## config.mk

```make
export PLATFORM = sky130hd
export DESIGN_NAME = p_stim_driver
export DESIGN_NICKNAME = d
export VERILOG_FILES = /design/src/rtl/p_stim_driver.sv
export SDC_FILE = /design/constraint.sdc
export NUM_CORES = 1
export LEC_CHECK = 0
export ABC_AREA = 1
export BUFFER_PORTS_ARGS = -buffer_cell sky130_fd_sc_hd__clkbuf_2
export CAP_MARGIN = 20
export CORE_UTILIZATION = 30
export DETAILED_ROUTE_END_ITERATION = 16
export SLEW_MARGIN = 20
export SYNTH_ARGS = -nofsm -noshare
export SYNTH_HDL_FRONTEND = slang
export SYNTH_SLANG_ARGS = --single-unit
```

## constraint.sdc

```tcl
create_clock -name clk -period 2.9 [get_ports clk]
set_clock_uncertainty 0.15 [all_clocks]
set_input_delay 0.29 -clock clk [delete_from_list [all_inputs] [get_ports clk]]
set_output_delay 0.29 -clock clk [all_outputs]
set_load 0.01 [all_outputs]
```

## src/rtl/p_stim_driver.sv

```systemverilog
// Command-driven stimulus/response sequencer for the formal harness wrapper.
// Packs the wrapper input word, pulses its DUT clock bit and returns the captured output word.
module p_stim_driver #(
    parameter int unsigned CLK_HALF = 2
) (
    input  logic        clk,
    input  logic        rst,
    input  logic        cmd_valid,
    output logic        cmd_ready,
    input  logic [1:0]  cmd_op,
    input  logic [16:0] cmd_data,
    input  logic [7:0]  cmd_count,
    output logic        rsp_valid,
    input  logic        rsp_ready,
    output logic [23:0] rsp_data,
    output logic [17:0] iw,
    output logic        ena,
    input  logic [23:0] ow
);

    typedef enum logic [2:0] {
        ST_IDLE    = 3'd0,
        ST_SETTLE  = 3'd1,
        ST_HIGH    = 3'd2,
        ST_LOW     = 3'd3,
        ST_RELEASE = 3'd4,
        ST_RESP    = 3'd5
    } state_e;

    localparam logic [1:0] OP_SET    = 2'b00;
    localparam logic [1:0] OP_STEP   = 2'b01;
    localparam logic [1:0] OP_ENA    = 2'b10;
    localparam logic [1:0] OP_RSTSEQ = 2'b11;

    localparam logic [3:0] PHASE_INIT = 4'(CLK_HALF - 1);

    state_e      state_q, state_d;
    logic [17:0] iw_q, iw_d;
    logic        ena_q, ena_d;
    logic        rsp_valid_q, rsp_valid_d;
    logic [23:0] rsp_data_q, rsp_data_d;
    logic [3:0]  phase_q, phase_d;
    logic [7:0]  cnt_q, cnt_d;
    logic        rstseq_q, rstseq_d;

    assign cmd_ready = (state_q == ST_IDLE) && !rst;
    assign rsp_valid = rsp_valid_q;
    assign rsp_data  = rsp_data_q;
    assign iw        = iw_q;
    assign ena       = ena_q;

    // Next-state and datapath updates for the command sequencer.
    always_comb begin
        state_d     = state_q;
        iw_d        = iw_q;
        ena_d       = ena_q;
        rsp_valid_d = rsp_valid_q;
        rsp_data_d  = rsp_data_q;
        phase_d     = phase_q;
        cnt_d       = cnt_q;
        rstseq_d    = rstseq_q;

        case (state_q)
            ST_IDLE: begin
                if (cmd_valid && cmd_ready) begin
                    state_d  = ST_SETTLE;
                    rstseq_d = (cmd_op == OP_RSTSEQ);
                    case (cmd_op)
                        OP_SET: begin
                            iw_d[17:1] = cmd_data;
                            cnt_d      = 8'd0;
                        end
                        OP_STEP: begin
                            iw_d[17:1] = cmd_data;
                            cnt_d      = cmd_count;
                        end
                        OP_ENA: begin
                            ena_d = cmd_data[0];
                            cnt_d = 8'd0;
                        end
                        OP_RSTSEQ: begin
                            iw_d[17:2] = cmd_data[16:1];
                            iw_d[1]    = 1'b0;
                            cnt_d      = cmd_count;
                        end
                        default: begin
                            cnt_d = 8'd0;
                        end
                    endcase
                end else begin
                    state_d = ST_IDLE;
                end
            end

            ST_SETTLE: begin
                if (cnt_q != 8'd0) begin
                    state_d = ST_HIGH;
                    iw_d[0] = 1'b1;
                    phase_d = PHASE_INIT;
                end else if (rstseq_q) begin
                    state_d = ST_RELEASE;
                    iw_d[1] = 1'b1;
                end else begin
                    state_d     = ST_RESP;
                    rsp_valid_d = 1'b1;
                    rsp_data_d  = ow;
                end
            end

            ST_HIGH: begin
                if (phase_q == 4'd0) begin
                    state_d = ST_LOW;
                    iw_d[0] = 1'b0;
                    phase_d = PHASE_INIT;
                end else begin
                    phase_d = phase_q - 4'd1;
                end
            end

            ST_LOW: begin
                if (phase_q == 4'd0) begin
                    cnt_d = cnt_q - 8'd1;
                    // cnt_q == 1 means this LOW phase closes the final pulse
                    if (cnt_q != 8'd1) begin
                        state_d = ST_HIGH;
                        iw_d[0] = 1'b1;
                        phase_d = PHASE_INIT;
                    end else if (rstseq_q) begin
                        state_d = ST_RELEASE;
                        iw_d[1] = 1'b1;
                    end else begin
                        state_d     = ST_RESP;
                        rsp_valid_d = 1'b1;
                        rsp_data_d  = ow;
                    end
                end else begin
                    phase_d = phase_q - 4'd1;
                end
            end

            ST_RELEASE: begin
                state_d     = ST_RESP;
                rsp_valid_d = 1'b1;
                rsp_data_d  = ow;
            end

            ST_RESP: begin
                if (rsp_ready) begin
                    state_d     = ST_IDLE;
                    rsp_valid_d = 1'b0;
                end else begin
                    state_d = ST_RESP;
                end
            end

            default: begin
                state_d     = ST_IDLE;
                iw_d        = 18'd0;
                rsp_valid_d = 1'b0;
            end
        endcase
    end

    // State and output registers with synchronous reset.
    always_ff @(posedge clk) begin
        if (rst) begin
            state_q     <= ST_IDLE;
            iw_q        <= 18'd0;
            ena_q       <= 1'b0;
            rsp_valid_q <= 1'b0;
            rsp_data_q  <= 24'd0;
            phase_q     <= 4'd0;
            cnt_q       <= 8'd0;
            rstseq_q    <= 1'b0;
        end else begin
            state_q     <= state_d;
            iw_q        <= iw_d;
            ena_q       <= ena_d;
            rsp_valid_q <= rsp_valid_d;
            rsp_data_q  <= rsp_data_d;
            phase_q     <= phase_d;
            cnt_q       <= cnt_d;
            rstseq_q    <= rstseq_d;
        end
    end

endmodule

```

==> run summary, run 1 <==
Share of the synthesized area in the top cell type - 39.65%
Detailed placer's ending HPWL - 5330 microns
CP max stage cell - nand4_2
Pwr Total - 4.270 mW
Unrepaired setup endpoints after global routing - false
Tcrit/Tclk final - 78.07%
Worst-margin pin slew - 0.6033 ns
Diodes inserted - 0
Antenna violations before repair - 0
Residual DRC - 0
Pint - 2.350 mW
Multi-input logic area - 1516 sq um
Synth unique cells - 33
Slowest stage delay, CP - 0.51 ns
CP required - 3.02 ns
Status - finished clean
Fmax achieved - 441.7 MHz
Post-Place Worst Slack - 0.6362 ns
Tot GR Track Use - 14.63%
Clock Path Buffers - 2
Starting Density - 30.99%
Syn_nets - 493
Synth warn - 0
Cts hold-fix bufs - 0
Post-synthesis register bit count - 60
Cells along the critical path - inv_1 -> ha_1 -> nand3_1 -> nand2_2 -> nand4_2 -> buf_12 -> nand2_1 -> nand2_1 -> nor2_1
WP data arrival - 2.38 ns
Register area share after synthesis - 39.65%
Register share of total power - 31.8%
GPL Wtd Cong - 0.8984
CP dominant cell by count - nand2_1
Crit path max fanout - 28
Fraction of layout cells with a size suffix above 1 - 29.21%
Sw Ratio - 44.96%
Filler cells - 1050
Period minus WS final - 2.264 ns
Path type of the worst min-delay path - input pin to flop
CTS tree - yes
FF/Latch Area - 1201 sq um
Placed cell area - 3628 sq um
Comb power frac - 51.2%
Die Span X - 102.5 microns
Fin. Hold Viols - 0
GRT Residual Overflow - 0
Drt pass-1 iters - 4
Setup TNS - 0 ns
Die area - 10500 sq um
Post-CTS setup buffers - 0
IO Port Bufs - 99
Design area - 3812 sq um
Max-cap violations - 0
Crit. End Element - flop
CTS H-Tree Depth - 3
Worst setup margin - 0.6359 ns
Post-DRT Antenna Nets - 0
WL/cell - 11.14 microns
Number of global-route vias before repair - 2752
Top Ports - 100
Max-slew headroom - 59.69%
Clock transition at path regs - 0.07 ns
Slew Limit Fails - 0
Final wirelength - 7431 microns
Die Y - 102.5 microns
Utilization after layout - 39.00%
First-pass GRT wire length - 12160 microns
PD cells - 1120 nW/um^2
Area contributors post-synth - dfxtp_1 40%, nand2_1 12%, nor2_1 9.8%, inv_1 6.3%, nand4_1 4.8%
Largest net degree at the start of global routing - 37
Post-Syn Area per Cell - 6.996 sq um
Crit path launch type - flop
CTS buffer count - 9
Nets@finish - 590
Setup violators final - 0
Iter 0 DRT Violations - 128
Lkg Pwr - 1.915 nW
Via-per-instance ratio - 4.496
Mapped Area - 3029 sq um
Worst vdd ir - 0.4099 mV
CTS root buffer - clkbuf_8
Core Area - 9774 sq um
Clk sink count - 60
Post_cts resized - 0
Clock power frac - 17.0%
Row Count - 36
DR vias - 2999
Clk_lat worst skew - 0.33 ns
Sw power - 1.920 mW
Area growth, synth to finish - 25.86%
Crit path kind - flop to flop
Yosys top cell by area - dfxtp_1
Mapped Cells - 433
## worst paths after layout
path,cells after the start,slack [ns],start,to
max reg2reg,9,0.64,phase_q[0]$_SDFFE_PP0P_,rsp_data[12]$_SDFFE_PP0P_
min reg2reg,2,0.32,iw[2]$_SDFFE_PP0P_,iw[2]$_SDFFE_PP0P_
min,3,0.03,ow[16],rsp_data[16]$_SDFFE_PP0P_
max,9,0.64,phase_q[0]$_SDFFE_PP0P_,rsp_data[12]$_SDFFE_PP0P_
## worst max-delay path: cells and delay by family (launching register included)
| kind | cells | cell delay (ns) |
|---|---|---|
| simple gates | 6 | 1.07 |
| buf+inv | 2 | 0.50 |
| flops | 1 | 0.31 |
| fa+ha+maj | 1 | 0.16 |
## cell families after synthesis
group / synth area share [%]
and+or+nand+nor: 35.19
buffers and inverters: 10.28
DFF: 39.65
AOI/OAI and AO/OA: 11.94
adders and majority gates: 2.065
xor gates and xnor gates: 0.8676
## per-layer routing
metal / global-route usage [%] / vias to the layer above / wire, microns
li1: - / 1563 / -
met1: 17.53 / 1339 / 3429
met2: 24.56 / 84 / 3446
met3: 4.856 / 13 / 466
met4: 4.725 / 0 / 89
met5: 0 / - / 0
## cells in the final DEF, fill, tap and decap left out, drive strengths merged
cell type / instances
nand3: 12
nand3b: 1
buf: 4
or2: 2
o21a: 1
xnor2: 1
nand2: 112
a22oi: 1
ha: 5
o31ai: 1
clkbuf: 112
a21oi: 33
dfxtp: 60
clkinv: 1
bufinv: 1
xor2: 2
o21ai: 22
inv: 55
nor2: 84
nand4: 24
## power by group through the flow
stage | Combinational, mW | Clock, mW | Sequential, mW
floorplan | 1.54 | 0 | 1.47
global placement | 2.15 | 0 | 1.36
detailed placement | 2.20 | 0 | 1.37
CTS | 2.21 | 0.750 | 1.35
global route | 2.51 | 0.784 | 1.40
finish | 2.19 | 0.728 | 1.36
## cell usage after synthesis, drive strengths merged
cell type and n:
nand3 12, a22oi 1, inv 55, o21ai 22
or2 2, ha 5, xor2 2, o21a 1
nand2 112, nand4 24, xnor2 1, a21oi 33
nor2 84, buf 13, nand3b 1, clkbuf 4
dfxtp 60, o31ai 1
## sequential cells by signal, summed over array words and instances, names as in the netlist
signal     count
rsp_data      24
iw            18
cnt_q          8
phase_q        4
state_q        3
ena            1
rsp_valid      1
rstseq_q       1
## metrics by stage
stage          hold WS, ns  instances
6_report           0.02639        667
5_1_grt            0.03399        667
4_1_cts            0.01698        667
3_5_place_dp        0.3078        652
3_3_place_gp        0.3036        652
2_1_floorplan       0.2749        433
## cell type report
type                       instances  area share (%)
clock inverter                     2          0.9189
clock buffer                      13           3.905
inverter                          55           5.415
multi-input combinational        301           39.78
timing repair buffer             103           14.11
sequential                        60           31.51
tap                              133           4.365
Power figures use the tool's default switching activity.
==> inputs of run 2 (changes only) <==
- ABC_AREA: 1 -> 0
- clock period: 2.9 -> 2.1 ns (I/O delays scaled with it)
==> run summary, run 2 <==
Status - finished clean
Clk sink count - 60
CP Launch Point - cnt_q[1]$_SDFFE_PP0P_
PD cells - 1047 nW/um^2
Most common cell after layout, fill and taps aside - clkbuf_2
CP max stage cell - dfxtp_2
Via-per-instance ratio - 4.907
Core Area - 8721 sq um
Post-Syn Area per Cell - 8.584 sq um
Crit path launch type - flop
Register area share after synthesis - 44.42%
Share of the synthesized area in the top cell type - 44.42%
Ys async rst share - 0%
IO Port Bufs - 99
CP required - 2.16 ns
Die area - 9396 sq um
FF/Latch Area - 1205 sq um
Clock transition at path regs - 0.07 ns
GRT Residual Overflow - 0
Crit path max fanout - 6
Slew Limit Fails - 0
Path type of the worst min-delay path - input pin to flop
Lkg Pwr - 1.858 nW
Number of global-route vias before repair - 2900
Fin. Hold Viols - 0
Worst setup margin - 0.008618 ns
Tot GR Track Use - 16.45%
Post-synth EDFFs - 0
Multi-input logic area - 1443 sq um
Cells along the critical path - inv_1 -> ha_1 -> or2_2 -> a31oi_4 -> nor3_4 -> clkbuf_16 -> buf_8 -> buf_4 -> nand2_1 -> nand2_1
Yosys top cell by area - dfxtp_1
Period minus WS final - 2.091 ns
CP top delay family - buffers and inverters
Antenna violations before repair - 0
Max-slew headroom - 67.78%
Unrepaired setup endpoints after global routing - true
Die Y - 96.94 microns
Hold path startpoint - rsp_ready
Post-synthesis register bit count - 60
CTS H-Tree Depth - 3
Filler cells - 804
Nets@finish - 538
Post-DRT Antenna Nets - 0
Die Span X - 96.94 microns
Setup violators final - 0
Commonest non-fill, non-tap cells in the layout - 99 x clkbuf_2, 57 x dfxtp_1, 55 x nor2_1, 45 x dlygate4sd3_1, 36 x nand2_1
Worst Hold Slack - 0.06457 ns
Starting Density - 31.00%
Post-Place Worst Slack - 0.08219 ns
CTS root buffer - clkbuf_8
Placed cell area - 3367 sq um
Area growth, synth to finish - 56.18%
Worst-margin pin slew - 0.4795 ns
Residual DRC - 0
Synth Flop Type - dfxtp_1
Fraction of layout cells with a size suffix above 1 - 33.75%
Max FFs per register - 24
RR Startpoint - cnt_q[1]$_SDFFE_PP0P_
Max-cap violations - 0
DR vias - 2900
Clock Path Buffers - 2
Iter 0 DRT Violations - 72
Commonest cells in the netlist - 60 x dfxtp_1, 55 x nor2_1, 36 x nand2_1
CP dominant cell by count - nand2_1
Area contributors post-synth - dfxtp_1 44%, mux2i_1 9.3%, nor2_1 7.6%, a21oi_1 5.4%, nand2_1 5.0%
Slowest stage delay, CP - 0.34 ns
WP data arrival - 2.15 ns
Clk_lat worst skew - 0.33 ns
Top Ports - 100
Design area - 4223 sq um
Largest net degree at the start of global routing - 46
Syn_nets - 375
Mapped Cells - 315
Most numerous cell in the Yosys netlist - dfxtp_1
Drt pass-1 iters - 5
Detailed placer's ending HPWL - 4903 microns
Final wirelength - 7957 microns
Mapped Area - 2704 sq um
Synth unique cells - 47
Fmax achieved - 478.2 MHz
Crit. End Element - flop
Diodes inserted - 0
CTS tree - yes
CTS buffer count - 9
Crit path buffers/inverters - 4
First-pass GRT wire length - 12660 microns
WL/cell - 13.46 microns
GPL Wtd Cong - 0.8516
Synth warn - 0
Worst vdd ir - 0.4870 mV
Row Count - 34
Crit path kind - flop to flop
Tcrit/Tclk final - 99.59%
run 2: metal layers:
metal	global-route usage [%]	part of all wire (%)	wire length [microns]
met1	18.27	43	3413
met3	4.408	4.9	386
met4	7.577	1.5	118
met5	0	0	0
met2	29.09	51	4039
run 2: cell families after synthesis:
| kind of cell | after synthesis | share of synthesized area [%] |
|---|---|---|
| AND/OR/NAND/NOR | 131 | 22.81 |
| buffers and inverters | 27 | 4.766 |
| multiplexers | 27 | 10.09 |
| adder cells (fa/ha/maj) | 5 | 2.314 |
| AO/OA/AOI/OAI | 64 | 15.27 |
| flip-flops | 60 | 44.42 |
| XOR/XNOR | 1 | 0.3240 |
run 2: repair_timing:
item                                   CTS  global route
resized for setup                        0            25
setup buffers                            0             9
hold buffers                            45             0
setup endpoints to repair                0            32
endpoints found under the hold margin   43             0
run 2: where the power goes:
part	total [mW]	leakage [nW]	switching [mW]	internal, mW
registers	1.54	0.492	0.161	1.38
clock network	0.972	0.0917	0.448	0.523
logic	1.91	1.28	0.950	0.956
total	4.42	1.86	1.56	2.86
run 2: worst reg2reg max path: cells and delay by family, from the launching register on:
family	cells	cell delay (ns)
AOI/OAI and AO/OA	1	0.23
adders and majority gates	1	0.23
DFF	1	0.34
buffers and inverters	4	0.52
and+or+nand+nor	4	0.50
run 2: cell type report:
| type | instances | share of cell area [%] |
|---|---|---|
| clock buffer | 13 | 4.000 |
| sequential | 60 | 28.53 |
| multi-input combinational | 229 | 34.16 |
| clock inverter | 3 | 0.4741 |
| tap | 108 | 3.200 |
| inverter | 8 | 0.7704 |
| timing repair buffer | 170 | 28.86 |
run 2: path summary, 6_finish.rpt:
path | slack [ns] | depth (start not counted) | endpoint
worst min-delay path | 0.06 | 4 | state_q[2]$_SDFFE_PP0P_
worst min register to register | 0.34 | 2 | iw[2]$_SDFFE_PP0P_
worst max-delay path | 0.009 | 10 | rsp_valid$_SDFFE_PP0P_
worst max register to register | 0.009 | 10 | rsp_valid$_SDFFE_PP0P_
run 2: per-stage QoR:
step / total power, mW / TNS [ns] / instances / utilization [%]
final: 4.422 / 0 / 591 / 48.42
after global routing: 4.701 / -1.782 / 591 / 48.42
after CTS: 4.124 / 0 / 579 / 45.94
after detailed placement: 3.059 / 0 / 518 / 38.61
after global placement: 3.027 / 0 / 518 / 38.61
after floorplan: 2.572 / 0 / 315 / -
==> inputs of run 3 (changes only) <==
- CORE_ASPECT_RATIO: unset -> 1.2
==> run summary, run 3 (synthesis results as in run 2) <==
Status - finished clean
Setup violators final - 0
Crit path launch type - flop
Slowest stage delay, CP - 0.38 ns
Cells along the critical path - nor4_4 -> a31oi_2 -> nor3_4 -> buf_12 -> mux2i_1 -> nor2_1
Fin. Hold Viols - 0
Slew Limit Fails - 0
Crit path kind - flop to flop
Fmax achieved - 499.0 MHz
Worst setup margin - 0.09609 ns
Core Area - 8657 sq um
CTS root buffer - clkbuf_8
WL/cell - 13.03 microns
Clk_lat worst skew - 0.34 ns
Tcrit/Tclk final - 95.42%
Max-slew headroom - 68.04%
Multi-input logic area - 1390 sq um
Starting Density - 31.23%
Setup TNS - 0 ns
Gr busiest metal - met2
CTS tree - yes
Clock Path Buffers - 2
Residual DRC - 0
Commonest non-fill, non-tap cells in the layout - 99 x clkbuf_2, 60 x dfxtp_1, 55 x nor2_1, 44 x dlygate4sd3_1, 36 x nand2_1
Antenna violations before repair - 0
Max-cap violations - 0
Grt met2 use - 30.05%
Nets@finish - 529
CP required - 2.18 ns
Clk sink count - 60
Worst vdd ir - 0.5362 mV
GPL Wtd Cong - 0.8759
Detailed placer's ending HPWL - 5102 microns
Crit path max fanout - 25
Post-DRT Antenna Nets - 0
GRT Residual Overflow - 0
Max FFs per register - 24
Die Span X - 88.67 microns
Tot GR Track Use - 17.57%
Path type of the worst min-delay path - input pin to flop
Post-CTS setup buffers - 0
Filler cells - 859
Die Y - 106.0 microns
Grt met1 use - 19.90%
Placed cell area - 3408 sq um
Crit. End Element - flop
Post-Place Worst Slack - 0.1170 ns
Row Count - 37
Diodes inserted - 0
FF/Latch Area - 1201 sq um
Period minus WS final - 2.004 ns
Via-per-instance ratio - 4.737
Area growth, synth to finish - 50.35%
Crit path buffers/inverters - 1
First-pass GRT wire length - 12800 microns
Final wirelength - 7690 microns
Met3 Use GR - 3.804%
Drt pass-1 iters - 4
DR vias - 2795
Lkg Pwr - 1.797 nW
CP top delay family - simple AND/OR/NAND/NOR gates
WP data arrival - 2.08 ns
Largest net degree at the start of global routing - 26
Number of global-route vias before repair - 2761
Iter 0 DRT Violations - 102
Most common cell after layout, fill and taps aside - clkbuf_2
CTS buffer count - 9
Clock transition at path regs - 0.07 ns
Top Ports - 100
Die area - 9398 sq um
CP max stage cell - dfxtp_1
IO Port Bufs - 99
Unrepaired setup endpoints after global routing - true
Worst-margin pin slew - 0.4758 ns
PD cells - 1041 nW/um^2
CTS H-Tree Depth - 3
Design area - 4065 sq um
Fraction of layout cells with a size suffix above 1 - 30.23%
run 3: cell type report:
cell class | count | share of cell area, %
Sequential cell | 60 | 29.55
Multi-Input combinational cell | 228 | 34.20
Clock inverter | 1 | 0.7387
Tap cell | 117 | 3.601
Clock buffer | 14 | 4.247
Timing Repair Buffer | 162 | 26.93
Inverter | 8 | 0.7387
run 3: power breakdown:
group          switching (mW)  total (mW)  leakage (nW)  internal [mW]
clock                   0.441        1.08         0.103          0.640
combinational           0.837        1.59          1.20          0.755
sequential              0.177        1.56         0.490           1.38
total                    1.45        4.23          1.80           2.78
run 3: metal layers:
metal,up-vias,share of wire (%)
met5,-,0
met4,0,2.5
met3,19,4.1
met2,70,51
met1,1302,43
li1,1404,-
run 3: final timing paths:
kind | startpoint | endpoint | slack (ns) | cells past startpoint
max | cnt_q[3]$_SDFFE_PP0P_ | rsp_data[4]$_SDFFE_PP0P_ | 0.1 | 6
min | rsp_ready | state_q[2]$_SDFFE_PP0P_ | 0.06 | 4
max reg2reg | cnt_q[3]$_SDFFE_PP0P_ | rsp_data[4]$_SDFFE_PP0P_ | 0.1 | 6
min reg2reg | iw[6]$_SDFFE_PP0P_ | iw[6]$_SDFFE_PP0P_ | 0.34 | 2
run 3: worst register-to-register path: stages, from the launching register on:
cell and delay [ns]:
dfxtp_1 0.38, nor4_4 0.37, a31oi_2 0.20, nor3_4 0.24
buf_12 0.23, mux2i_1 0.26, nor2_1 0.06
run 3: through the flow:
step | util (%) | std cells | hold WS, ns | total power, mW
after global routing | 46.96 | 590 | 0.07887 | 4.492
after CTS | 46.80 | 590 | 0.04498 | 4.228
final | 46.96 | 590 | 0.06351 | 4.231
after floorplan | - | 315 | 0.1990 | 2.572
after detailed placement | 39.37 | 531 | 0.2910 | 3.077
after global placement | 39.37 | 531 | 0.2886 | 3.049
run 3: repair_timing:
action                                 CTS  global route
gates resized for setup                  0             3
endpoints found under the hold margin   43             0
setup endpoints to repair                0             3
hold buffers                            44             0
